### src/rtl/instr_encoder_if.sv
// rtl/instr_encoder_if.sv - request/response handshake bundle for instr_encoder
interface instr_encoder_if #(
   parameter int BIT_COUNT = 32
);
   logic                 InValid;
   logic                 InReady;
   logic                 Li;
   logic [2:0]           ImmSrc;
   logic [6:0]           Opcode;
   logic [2:0]           Funct3;
   logic [6:0]           Funct7;
   logic [4:0]           Rd;
   logic [4:0]           Rs1;
   logic [4:0]           Rs2;
   logic [BIT_COUNT-1:0] Imm;
   logic                 OutValid;
   logic                 OutReady;
   logic [31:0]          Instr;
   logic                 Last;
   logic                 ImmErr;

   modport master (
      output InValid, Li, ImmSrc, Opcode, Funct3, Funct7, Rd, Rs1, Rs2, Imm, OutReady,
      input  InReady, OutValid, Instr, Last, ImmErr
   );

   modport slave (
      input  InValid, Li, ImmSrc, Opcode, Funct3, Funct7, Rd, Rs1, Rs2, Imm, OutReady,
      output InReady, OutValid, Instr, Last, ImmErr
   );
endinterface

### src/rtl/instr_encoder.sv
// rtl/instr_encoder.sv - packs register/opcode/immediate into RV32 words, expands LI to LUI/ADDI
// Optional immediate range checking: define IMM_RANGE_CHECK_EN.
module instr_encoder #(
   parameter int BIT_COUNT = 32
) (
   input  logic                 clk,
   input  logic                 reset_n,
   instr_encoder_if.slave       bus
);
   localparam logic [2:0] IMM_11T0 = 3'd0;
   localparam logic [2:0] IMM_4T0  = 3'd1;
   localparam logic [2:0] S_TYPE   = 3'd2;
   localparam logic [2:0] U_TYPE   = 3'd3;
   localparam logic [2:0] J_TYPE   = 3'd4;
   localparam logic [2:0] B_TYPE   = 3'd5;

   localparam logic [6:0] OP_LUI  = 7'b0110111;
   localparam logic [6:0] OP_ADDI = 7'b0010011;

   typedef enum logic {IDLE, SECOND} state_t;

   state_t state, state_d;

   logic        out_valid;
   logic [31:0] instr;
   logic        last;
   logic        imm_err;
   logic [31:0] pend_instr;
   logic        pend_err;

   logic        in_ready;
   logic        accept;
   logic [31:0] enc_word;
   logic [31:0] enc_addi;
   logic        enc_two;
   logic        enc_err;
   logic [31:0] imm32;
   logic [31:0] hi_sum;
   logic [11:0] lo;

   // True when v is the sign extension of its low n bits.
   function automatic logic fits_signed(input logic [BIT_COUNT-1:0] v, input int n);
      logic [BIT_COUNT-1:0] s;
      s = $signed(v) >>> (n - 1);
      return (s == '0) || (&s);
   endfunction

   assign in_ready = (state == IDLE) && (!out_valid || bus.OutReady);
   assign accept   = bus.InValid && in_ready;

   always_comb begin
      enc_word = '0;
      enc_addi = '0;
      enc_two  = 1'b0;
      imm32    = bus.Imm[31:0];
      lo       = imm32[11:0];
      hi_sum   = imm32 + 32'h0000_0800;
      if (bus.Li) begin
         if (fits_signed(bus.Imm, 12)) begin
            enc_word = {lo, 5'd0, 3'b000, bus.Rd, OP_ADDI};
         end else if (lo == 12'd0) begin
            enc_word = {hi_sum[31:12], bus.Rd, OP_LUI};
         end else begin
            enc_word = {hi_sum[31:12], bus.Rd, OP_LUI};
            enc_addi = {lo, bus.Rd, 3'b000, bus.Rd, OP_ADDI};
            enc_two  = 1'b1;
         end
      end else begin
         case (bus.ImmSrc)
            IMM_11T0: enc_word = {imm32[11:0], bus.Rs1, bus.Funct3, bus.Rd, bus.Opcode};
            IMM_4T0:  enc_word = {bus.Funct7, imm32[4:0], bus.Rs1, bus.Funct3, bus.Rd, bus.Opcode};
            S_TYPE:   enc_word = {imm32[11:5], bus.Rs2, bus.Rs1, bus.Funct3, imm32[4:0], bus.Opcode};
            U_TYPE:   enc_word = {imm32[31:12], bus.Rd, bus.Opcode};
            J_TYPE:   enc_word = {imm32[20], imm32[10:1], imm32[11], imm32[19:12], bus.Rd, bus.Opcode};
            B_TYPE:   enc_word = {imm32[12], imm32[10:5], bus.Rs2, bus.Rs1, bus.Funct3,
                                  imm32[4:1], imm32[11], bus.Opcode};
            default:  enc_word = {25'd0, bus.Opcode};
         endcase
      end
   end

`ifdef IMM_RANGE_CHECK_EN
   always_comb begin
      enc_err = 1'b0;
      if (bus.Li) begin
         enc_err = !fits_signed(bus.Imm, 32);
      end else begin
         case (bus.ImmSrc)
            IMM_11T0, S_TYPE: enc_err = !fits_signed(bus.Imm, 12);
            IMM_4T0:          enc_err = (bus.Imm >> 5) != '0;
            U_TYPE:           enc_err = (bus.Imm[11:0] != 12'd0) || !fits_signed(bus.Imm, 32);
            J_TYPE:           enc_err = bus.Imm[0] || !fits_signed(bus.Imm, 21);
            B_TYPE:           enc_err = bus.Imm[0] || !fits_signed(bus.Imm, 13);
            default:          enc_err = 1'b0;
         endcase
      end
   end
`else
   assign enc_err = 1'b0;
`endif

   always_ff @(posedge clk) begin
      if (!reset_n) state <= IDLE;
      else          state <= state_d;
   end

   always_comb begin
      state_d = state;
      case (state)
         IDLE:    if (accept && enc_two) state_d = SECOND;
         SECOND:  if (bus.OutReady) state_d = IDLE;
         default: state_d = IDLE;
      endcase
   end

   // The held ADDI replaces the LUI on its handshake; otherwise a new accept wins.
   always_ff @(posedge clk) begin
      if (!reset_n) begin
         out_valid  <= 1'b0;
         instr      <= '0;
         last       <= 1'b0;
         imm_err    <= 1'b0;
         pend_instr <= '0;
         pend_err   <= 1'b0;
      end else if (accept) begin
         out_valid  <= 1'b1;
         instr      <= enc_word;
         last       <= !enc_two;
         imm_err    <= enc_err;
         pend_instr <= enc_addi;
         pend_err   <= enc_err;
      end else if (state == SECOND && bus.OutReady) begin
         instr      <= pend_instr;
         last       <= 1'b1;
         imm_err    <= pend_err;
      end else if (bus.OutReady) begin
         out_valid  <= 1'b0;
      end
   end

   assign bus.InReady  = in_ready;
   assign bus.OutValid = out_valid;
   assign bus.Instr    = instr;
   assign bus.Last     = last;
   assign bus.ImmErr   = imm_err;
endmodule

### src/flat_wrapper.sv
// flat-port wrapper written by rule: the top's interface ports become plain ports
module instr_encoder_flat 
#(
   parameter int BIT_COUNT = 32
)
  (clk, reset_n, bus_InValid, bus_Li, bus_ImmSrc, bus_Opcode, bus_Funct3, bus_Funct7, bus_Rd, bus_Rs1, bus_Rs2, bus_Imm, bus_OutReady, bus_InReady, bus_OutValid, bus_Instr, bus_Last, bus_ImmErr);
  instr_encoder_if #(.BIT_COUNT(BIT_COUNT)) bus_i ();
  input  logic clk;
  input  logic reset_n;
  input wire logic [$bits(bus_i.InValid)-1:0] bus_InValid;
  input wire logic [$bits(bus_i.Li)-1:0] bus_Li;
  input wire logic [$bits(bus_i.ImmSrc)-1:0] bus_ImmSrc;
  input wire logic [$bits(bus_i.Opcode)-1:0] bus_Opcode;
  input wire logic [$bits(bus_i.Funct3)-1:0] bus_Funct3;
  input wire logic [$bits(bus_i.Funct7)-1:0] bus_Funct7;
  input wire logic [$bits(bus_i.Rd)-1:0] bus_Rd;
  input wire logic [$bits(bus_i.Rs1)-1:0] bus_Rs1;
  input wire logic [$bits(bus_i.Rs2)-1:0] bus_Rs2;
  input wire logic [$bits(bus_i.Imm)-1:0] bus_Imm;
  input wire logic [$bits(bus_i.OutReady)-1:0] bus_OutReady;
  output wire logic [$bits(bus_i.InReady)-1:0] bus_InReady;
  output wire logic [$bits(bus_i.OutValid)-1:0] bus_OutValid;
  output wire logic [$bits(bus_i.Instr)-1:0] bus_Instr;
  output wire logic [$bits(bus_i.Last)-1:0] bus_Last;
  output wire logic [$bits(bus_i.ImmErr)-1:0] bus_ImmErr;
  assign bus_i.InValid = bus_InValid;
  assign bus_i.Li = bus_Li;
  assign bus_i.ImmSrc = bus_ImmSrc;
  assign bus_i.Opcode = bus_Opcode;
  assign bus_i.Funct3 = bus_Funct3;
  assign bus_i.Funct7 = bus_Funct7;
  assign bus_i.Rd = bus_Rd;
  assign bus_i.Rs1 = bus_Rs1;
  assign bus_i.Rs2 = bus_Rs2;
  assign bus_i.Imm = bus_Imm;
  assign bus_i.OutReady = bus_OutReady;
  assign bus_InReady = bus_i.InReady;
  assign bus_OutValid = bus_i.OutValid;
  assign bus_Instr = bus_i.Instr;
  assign bus_Last = bus_i.Last;
  assign bus_ImmErr = bus_i.ImmErr;
  instr_encoder #(.BIT_COUNT(BIT_COUNT)) u_core (.clk(clk), .reset_n(reset_n), .bus(bus_i));
endmodule
### config.mk
export PLATFORM = sky130hd
export DESIGN_NAME = instr_encoder_flat
export DESIGN_NICKNAME = d
export VERILOG_FILES = /design/src/rtl/instr_encoder_if.sv /design/src/rtl/instr_encoder.sv /design/src/flat_wrapper.sv
export SDC_FILE = /design/constraint.sdc
export NUM_CORES = 1
export LEC_CHECK = 0
export BUFFER_PORTS_ARGS = -buffer_cell sky130_fd_sc_hd__buf_2
export CAP_MARGIN = 10
export CORE_MARGIN = 4
export CORE_UTILIZATION = 50
export DETAILED_ROUTE_END_ITERATION = 16
export PLACE_DENSITY_LB_ADDON = 0.1
export SLEW_MARGIN = 20
export SYNTH_ARGS = -nofsm -noshare
export SYNTH_HDL_FRONTEND = slang
export SYNTH_SLANG_ARGS = --single-unit
### constraint.sdc
create_clock -name clk -period 3.55 [get_ports clk]
set_clock_uncertainty 0.05 [all_clocks]
set_input_delay 0.5325 -clock clk [delete_from_list [all_inputs] [get_ports clk]]
set_output_delay 0.5325 -clock clk [all_outputs]
set_load 0.05 [all_outputs]
==> impl_metrics.yaml, run 1 <==
cts:
  clockRootBuffer: "sky130_fd_sc_hd__clkbuf_8"
  cts_post_setup_buffers_inserted: 0
  h_tree_level_count: 2
  clkSinkCount: 53
  insertion_delay_ns: 0.31
  cts-root-to-sink-buffers: 2
  holdBufCountCts: 0
  tritoncts: "done"
  path_clk_slew_ns: 0.11
  number_of_cts_inserted_buffers: 5
  cts-resized-gates: 0
sta:
  post-route-worst-setup-slack_ns: 0.911
  max_fclk_ghz: 0.379
  grt_setup_unrepaired: "false"
  timing_worst_slew_pin_value_ns: 0.963
  setup_violations: 0
  slew_headroom_pct: 35.3
  final_max_slew_viol_count: 0
  fin_setup_tns_ns: 0
  final_hold_viol_count: 0
  min_period_ns: 2.64
  final_min_period_over_clock_period_pct: 74.3
yosys:
  synth-seq-cells: 53
  synth-edff-count: 0
  ys_warn_count: 0
  postSynthAreaPerCell_sq_um: 7.73
  yosysUniqueCellTypes: 54
  synthArstFlopShare_pct: 0
  syn_nets: 499
  sequential_share_of_the_synthesized_area_pct: 32.3
  ys.flop_type: "sky130_fd_sc_hd__dfxtp_1"
  synthCells: 425
  netlist_area_sq_mm: 0.00328
routing:
  drt_first_pass_iters: 5
  avgViaCountPerCell: 6.37
  drt-wirelength-per-cell_microns: 19.2
  drt_drc_violations_left: 0
  routed_wirelength_mm: 11.3
  ant_nets: 0
  route.vias.total: 3762
  first_iter_violations: 349
status:
  status: "finished clean"
place:
  detailed_place_hpwl_mm: 8.43
  preCtsSetupSlack_ns: 0.573
  placer_s_final_routability_congestion_estimate: 0.875
  io_buffer_count: 106
setup_path:
  cp_slowest_cell: "sky130_fd_sc_hd__or4_4"
  cpPeakStageDelay_ns: 0.57
  setup.worst_path.end_class: "flop"
  cp_data_required_time_ns: 3.67
  worstSetupPathType: "primary input to flop"
  path_cells: "buf_2 -> ha_1 -> nand3_1 -> or4_4 -> o32ai_4 -> buf_4 -> nor3_1 -> a22oi_1 -> nor2_1"
  path_max_fanout: 10
  crit_arrival_ns: 2.76
  timing.critical_path.from_type: "primary input"
  rr_startpoint: "u_core.state"
  critPathLaunch: "bus_Imm[11]"
grt:
  first_pass_grt_wire_length_mm: 17.4
  globalRouteTotalUtil_pct: 28.2
  grt_antenna_before_repair: 0
  grt_max_degree: 35
  grt.overflow.total: 0
  first_global_vias: 3476
finish:
  area_delta_synth_final_pct: 19.5
  fin_util_pct: 61.8
  final_net_count: 587
  proportion_of_layout_cells_with_a_drive_suffix_above_1_pct: 25.5
  num_antenna_cells: 0
  layout.cells.most_common: "sky130_fd_sc_hd__buf_2"
  mostFrequentLayoutCells: "106 x sky130_fd_sc_hd__buf_2, 53 x sky130_fd_sc_hd__dfxtp_1, 49 x sky130_fd_sc_hd__nor2_1"
power_and_ir_drop:
  comb_power_share_pct: 31.9
  worst_voltage_drop_across_the_vdd_grid_mv: 0.267
  seq_power_share_pct: 44.2
  p_leak_uw: 0.00167
  pwr-share-clk_pct: 24.0
  power_density_mw_per_mm2: 380
  net-switching-power_uw: 568
  sw_frac_of_total_pct: 38.1
  power_report.internal_total_uw: 923
flow_run:
  max-cap-violations: 0
die:
  rows: 29
  ios: 108
  total_die_area_sq_mm: 0.00793
  core_area_sq_mm: 0.00635
  die_width_microns: 89.1
  floorplan.initialDensity_pct: 51.7
  die_h_microns: 89.1
worst_hold_path:
  min-delay-path-class: "flop to flop"
  hold_start: "u_core.bus.Instr[10]"
## kinds of logic (layout without fill, tap and decap cells)
logic type / count (synthesis) / after routing / synth area share [%]
compound gates: 159 / 159 / 33.1
xor+xnor: 15 / 15 / 4.00
fa+ha+maj: 2 / 2 / 0.762
buf+inv: 41 / 130 / 5.14
flops: 53 / 53 / 32.3
mux: 13 / 13 / 4.11
other cells: 1 / 1 / 0.114
simple gates: 141 / 141 / 20.5
## sequential cells by signal, indices dropped and copies added, names as in the netlist
register             cells
u_core.bus.Instr        32
u_core.pend_instr       18
u_core.bus.Last          1
u_core.bus.OutValid      1
u_core.state             1
## final cells by class
class | instances | area, sq um
clock buffers | 5 | 68.8
clock inverters | 3 | 25.0
fillers | 610 | 2430
inverters | 11 | 41.3
multi-input cells | 331 | 2060
flip-flops and latches | 53 | 1060
well taps | 77 | 96.3
repair buffers | 111 | 568
## Yosys cell counts, types with 7 or more instances
cell type	number	area share [%]
sky130_fd_sc_hd__dfxtp_1	53	32
sky130_fd_sc_hd__nor2_1	50	5.7
sky130_fd_sc_hd__a22oi_1	38	8.7
sky130_fd_sc_hd__a21oi_1	37	5.6
sky130_fd_sc_hd__nand2_1	37	4.2
sky130_fd_sc_hd__o21ai_0	28	4.3
sky130_fd_sc_hd__clkbuf_1	22	2.5
sky130_fd_sc_hd__inv_1	11	1.3
sky130_fd_sc_hd__nor4_1	10	1.9
sky130_fd_sc_hd__mux2i_1	9	2.7
sky130_fd_sc_hd__nand3_1	9	1.4
sky130_fd_sc_hd__xnor2_1	9	2.4
sky130_fd_sc_hd__a31oi_1	7	1.3
## worst paths after layout
| path | slack [ns] | cells past startpoint | to |
|---|---|---|---|
| hold reg to reg | 0.41 | 2 | u_core.bus.Instr[10] |
| setup reg to reg | 1.33 | 6 | u_core.bus.Instr[26] |
| setup / recovery | 0.91 | 9 | u_core.pend_instr[17] |
| hold / removal | 0.41 | 2 | u_core.bus.Instr[10] |
## per-layer routing
metal / vias to the layer above / global-route usage [%] / wire [microns]
li1: 1764 / - / -
met1: 1802 / 36.3 / 4750
met2: 172 / 48.2 / 5560
met3: 24 / 3.69 / 716
met4: 0 / 10.1 / 304
met5: - / 0 / 0
## critical path, delay by kind of cell
| kind | cells | cell delay, ns |
|---|---|---|
| compound gates | 2 | 0.56 |
| fa+ha+maj | 1 | 0.22 |
| simple gates | 4 | 1.00 |
| buf+inv | 2 | 0.44 |
## power groups by stage
stage | sequential [uW] | clock [uW] | combinational (uW)
2_1_floorplan | 774 | 0 | 207
4_1_cts | 658 | 362 | 472
6_report | 658 | 357 | 475
3_3_place_gp | 670 | 0 | 467
5_1_grt | 662 | 386 | 508
3_5_place_dp | 671 | 0 | 471
## through the flow
stage | instances | hold slack, ns | total power (uW) | instance area (sq um)
after CTS | 591 | 0.408 | 1490 | 3920
final | 591 | 0.410 | 1490 | 3920
after floorplan | 425 | 0.420 | 981 | 3280
after global routing | 591 | 0.420 | 1560 | 3920
after detailed placement | 583 | 0.396 | 1140 | 3830
after global placement | 583 | 0.387 | 1140 | 3830
Power figures use the tool's default switching activity.
==> run 2, diff against run 1 <==
Clock period 3.55 ns to 2.45 ns, I/O delays scaled along.
==> impl_metrics.yaml, run 2 (synthesis gave the netlist of run 1 again) <==
status:
  status: "finished clean"
routing:
  route.vias.total: 3860
  first_iter_violations: 358
  ant_nets: 0
  avgViaCountPerCell: 6.27
  routed_length_on_met2_mm: 5.75
  wl_met3_microns: 931
  dr.max_layer_used: "met4"
  drt_first_pass_iters: 5
  drt-wirelength-per-cell_microns: 19.1
  routed_wirelength_mm: 11.8
  met1_length_mm: 4.82
  drt_drc_violations_left: 0
grt:
  first_pass_grt_wire_length_mm: 18.3
  globalRouteTotalUtil_pct: 29.8
  grt.overflow.total: 0
  grt_max_degree: 26
  grt_antenna_before_repair: 0
  first_global_vias: 3578
setup_path:
  cp_data_required_time_ns: 2.66
  path_max_fanout: 10
  timing.critical_path.from_type: "flop"
  crit_arrival_ns: 2.28
  setup.worst_path.end_class: "flop"
  worstSetupPathType: "flop to flop"
die:
  floorplan.initialDensity_pct: 51.7
  die_width_microns: 89.1
  total_die_area_sq_mm: 0.00793
  core_area_sq_mm: 0.00635
  die_h_microns: 89.1
  rows: 29
  ios: 108
place:
  detailed_place_hpwl_mm: 9.14
  io_buffer_count: 106
  detailed_place.area_sq_mm: 0.00402
  dpl.cell_count: 608
  preCtsSetupSlack_ns: 0.0695
  placer_s_final_routability_congestion_estimate: 0.966
cts:
  h_tree_level_count: 2
  path_clk_slew_ns: 0.11
  tritoncts: "done"
  clockRootBuffer: "sky130_fd_sc_hd__clkbuf_8"
  cts-root-to-sink-buffers: 2
  clkSinkCount: 53
  number_of_cts_inserted_buffers: 5
  cts-resized-gates: 0
  cts_post_setup_buffers_inserted: 0
  insertion_delay_ns: 0.31
  holdBufCountCts: 0
finish:
  area_delta_synth_final_pct: 25.1
  fillcell_total: 603
  layoutNonFillerInstCount: 616
  mostFrequentLayoutCells: "106 x sky130_fd_sc_hd__buf_2, 53 x sky130_fd_sc_hd__dfxtp_1, 50 x sky130_fd_sc_hd__nor2_1"
  largest_register_ff_count: 32
  layout.cells.most_common: "sky130_fd_sc_hd__buf_2"
  final_instance_area_sq_mm: 0.00411
  num_antenna_cells: 0
  proportion_of_layout_cells_with_a_drive_suffix_above_1_pct: 28.8
  final_net_count: 612
sta:
  final_min_period_over_clock_period_pct: 84.6
  min_period_ns: 2.07
  fin_setup_tns_ns: 0
  timing_worst_slew_pin_value_ns: 0.749
  post-route-worst-setup-slack_ns: 0.379
  max_fclk_ghz: 0.483
  final_hold_viol_count: 0
  slew_headroom_pct: 50.1
  setup_violations: 0
  final_max_slew_viol_count: 0
  grt_setup_unrepaired: "false"
power_and_ir_drop:
  power_density_mw_per_mm2: 535
  worst_voltage_drop_across_the_vdd_grid_mv: 0.474
  p_leak_uw: 0.00180
worst_hold_path:
  min-delay-path-class: "primary input to flop"
flow_run:
  max-cap-violations: 0
run 2: cell count changes in the layout (fill, tap and decap cells not counted):
| cell | previous run | this run |
|---|---|---|
| sky130_fd_sc_hd__buf_4 | 5 | 30 |
| sky130_fd_sc_hd__nor2_2 | 1 | 0 |
| sky130_fd_sc_hd__nor2_1 | 49 | 50 |
run 2: through the flow:
stage,hold slack [ns],util [%],total power [uW]
finish,0.257,64.7,2200
global route,0.269,64.7,2290
CTS,0.256,64.7,2190
detailed placement,0.395,63.2,1690
global placement,0.387,63.2,1680
floorplan,0.420,-,1420
run 2: metal layers:
layer  vias to the layer above  GRT usage [%]
met5                         -              0
met4                         0           10.6
met3                        27           4.24
met2                       200           49.2
met1                      1813           39.9
li1                       1820              -
run 2: layout make-up:
type                    count  area [sq um]  share of cell area (%)
flip-flops and latches     53          1060                    25.8
well taps                  77          96.3                    2.34
clock buffers               5          68.8                    1.67
inverters                  11          41.3                    1.00
repair buffers            136           756                    18.4
clock inverters             3          25.0                   0.609
multi-input cells         331          2060                    50.2
run 2: worst max-delay path: stages, from the launching register on:
cell and delay, ns:
sky130_fd_sc_hd__dfxtp_1 0.41, sky130_fd_sc_hd__nand2b_1 0.21, sky130_fd_sc_hd__nor2_1 0.45, sky130_fd_sc_hd__buf_4 0.24, sky130_fd_sc_hd__nand2_1 0.20, sky130_fd_sc_hd__o22a_1 0.32
sky130_fd_sc_hd__a21oi_1 0.14
run 2: worst paths after layout:
| path | from | to | slack (ns) | cells past startpoint |
|---|---|---|---|---|
| setup / recovery | u_core.state | u_core.bus.Instr[10] | 0.38 | 6 |
| hold / removal | bus_Opcode[3] | u_core.bus.Instr[3] | 0.26 | 3 |
| setup reg to reg | u_core.state | u_core.bus.Instr[10] | 0.38 | 6 |
| hold reg to reg | u_core.bus.Instr[9] | u_core.bus.Instr[9] | 0.41 | 2 |
run 2: report_power, final:
group          switching (uW)  total (uW)  internal (uW)
Sequential               34.3         954            920
Combinational             487         724            237
Clock                     312         519            207
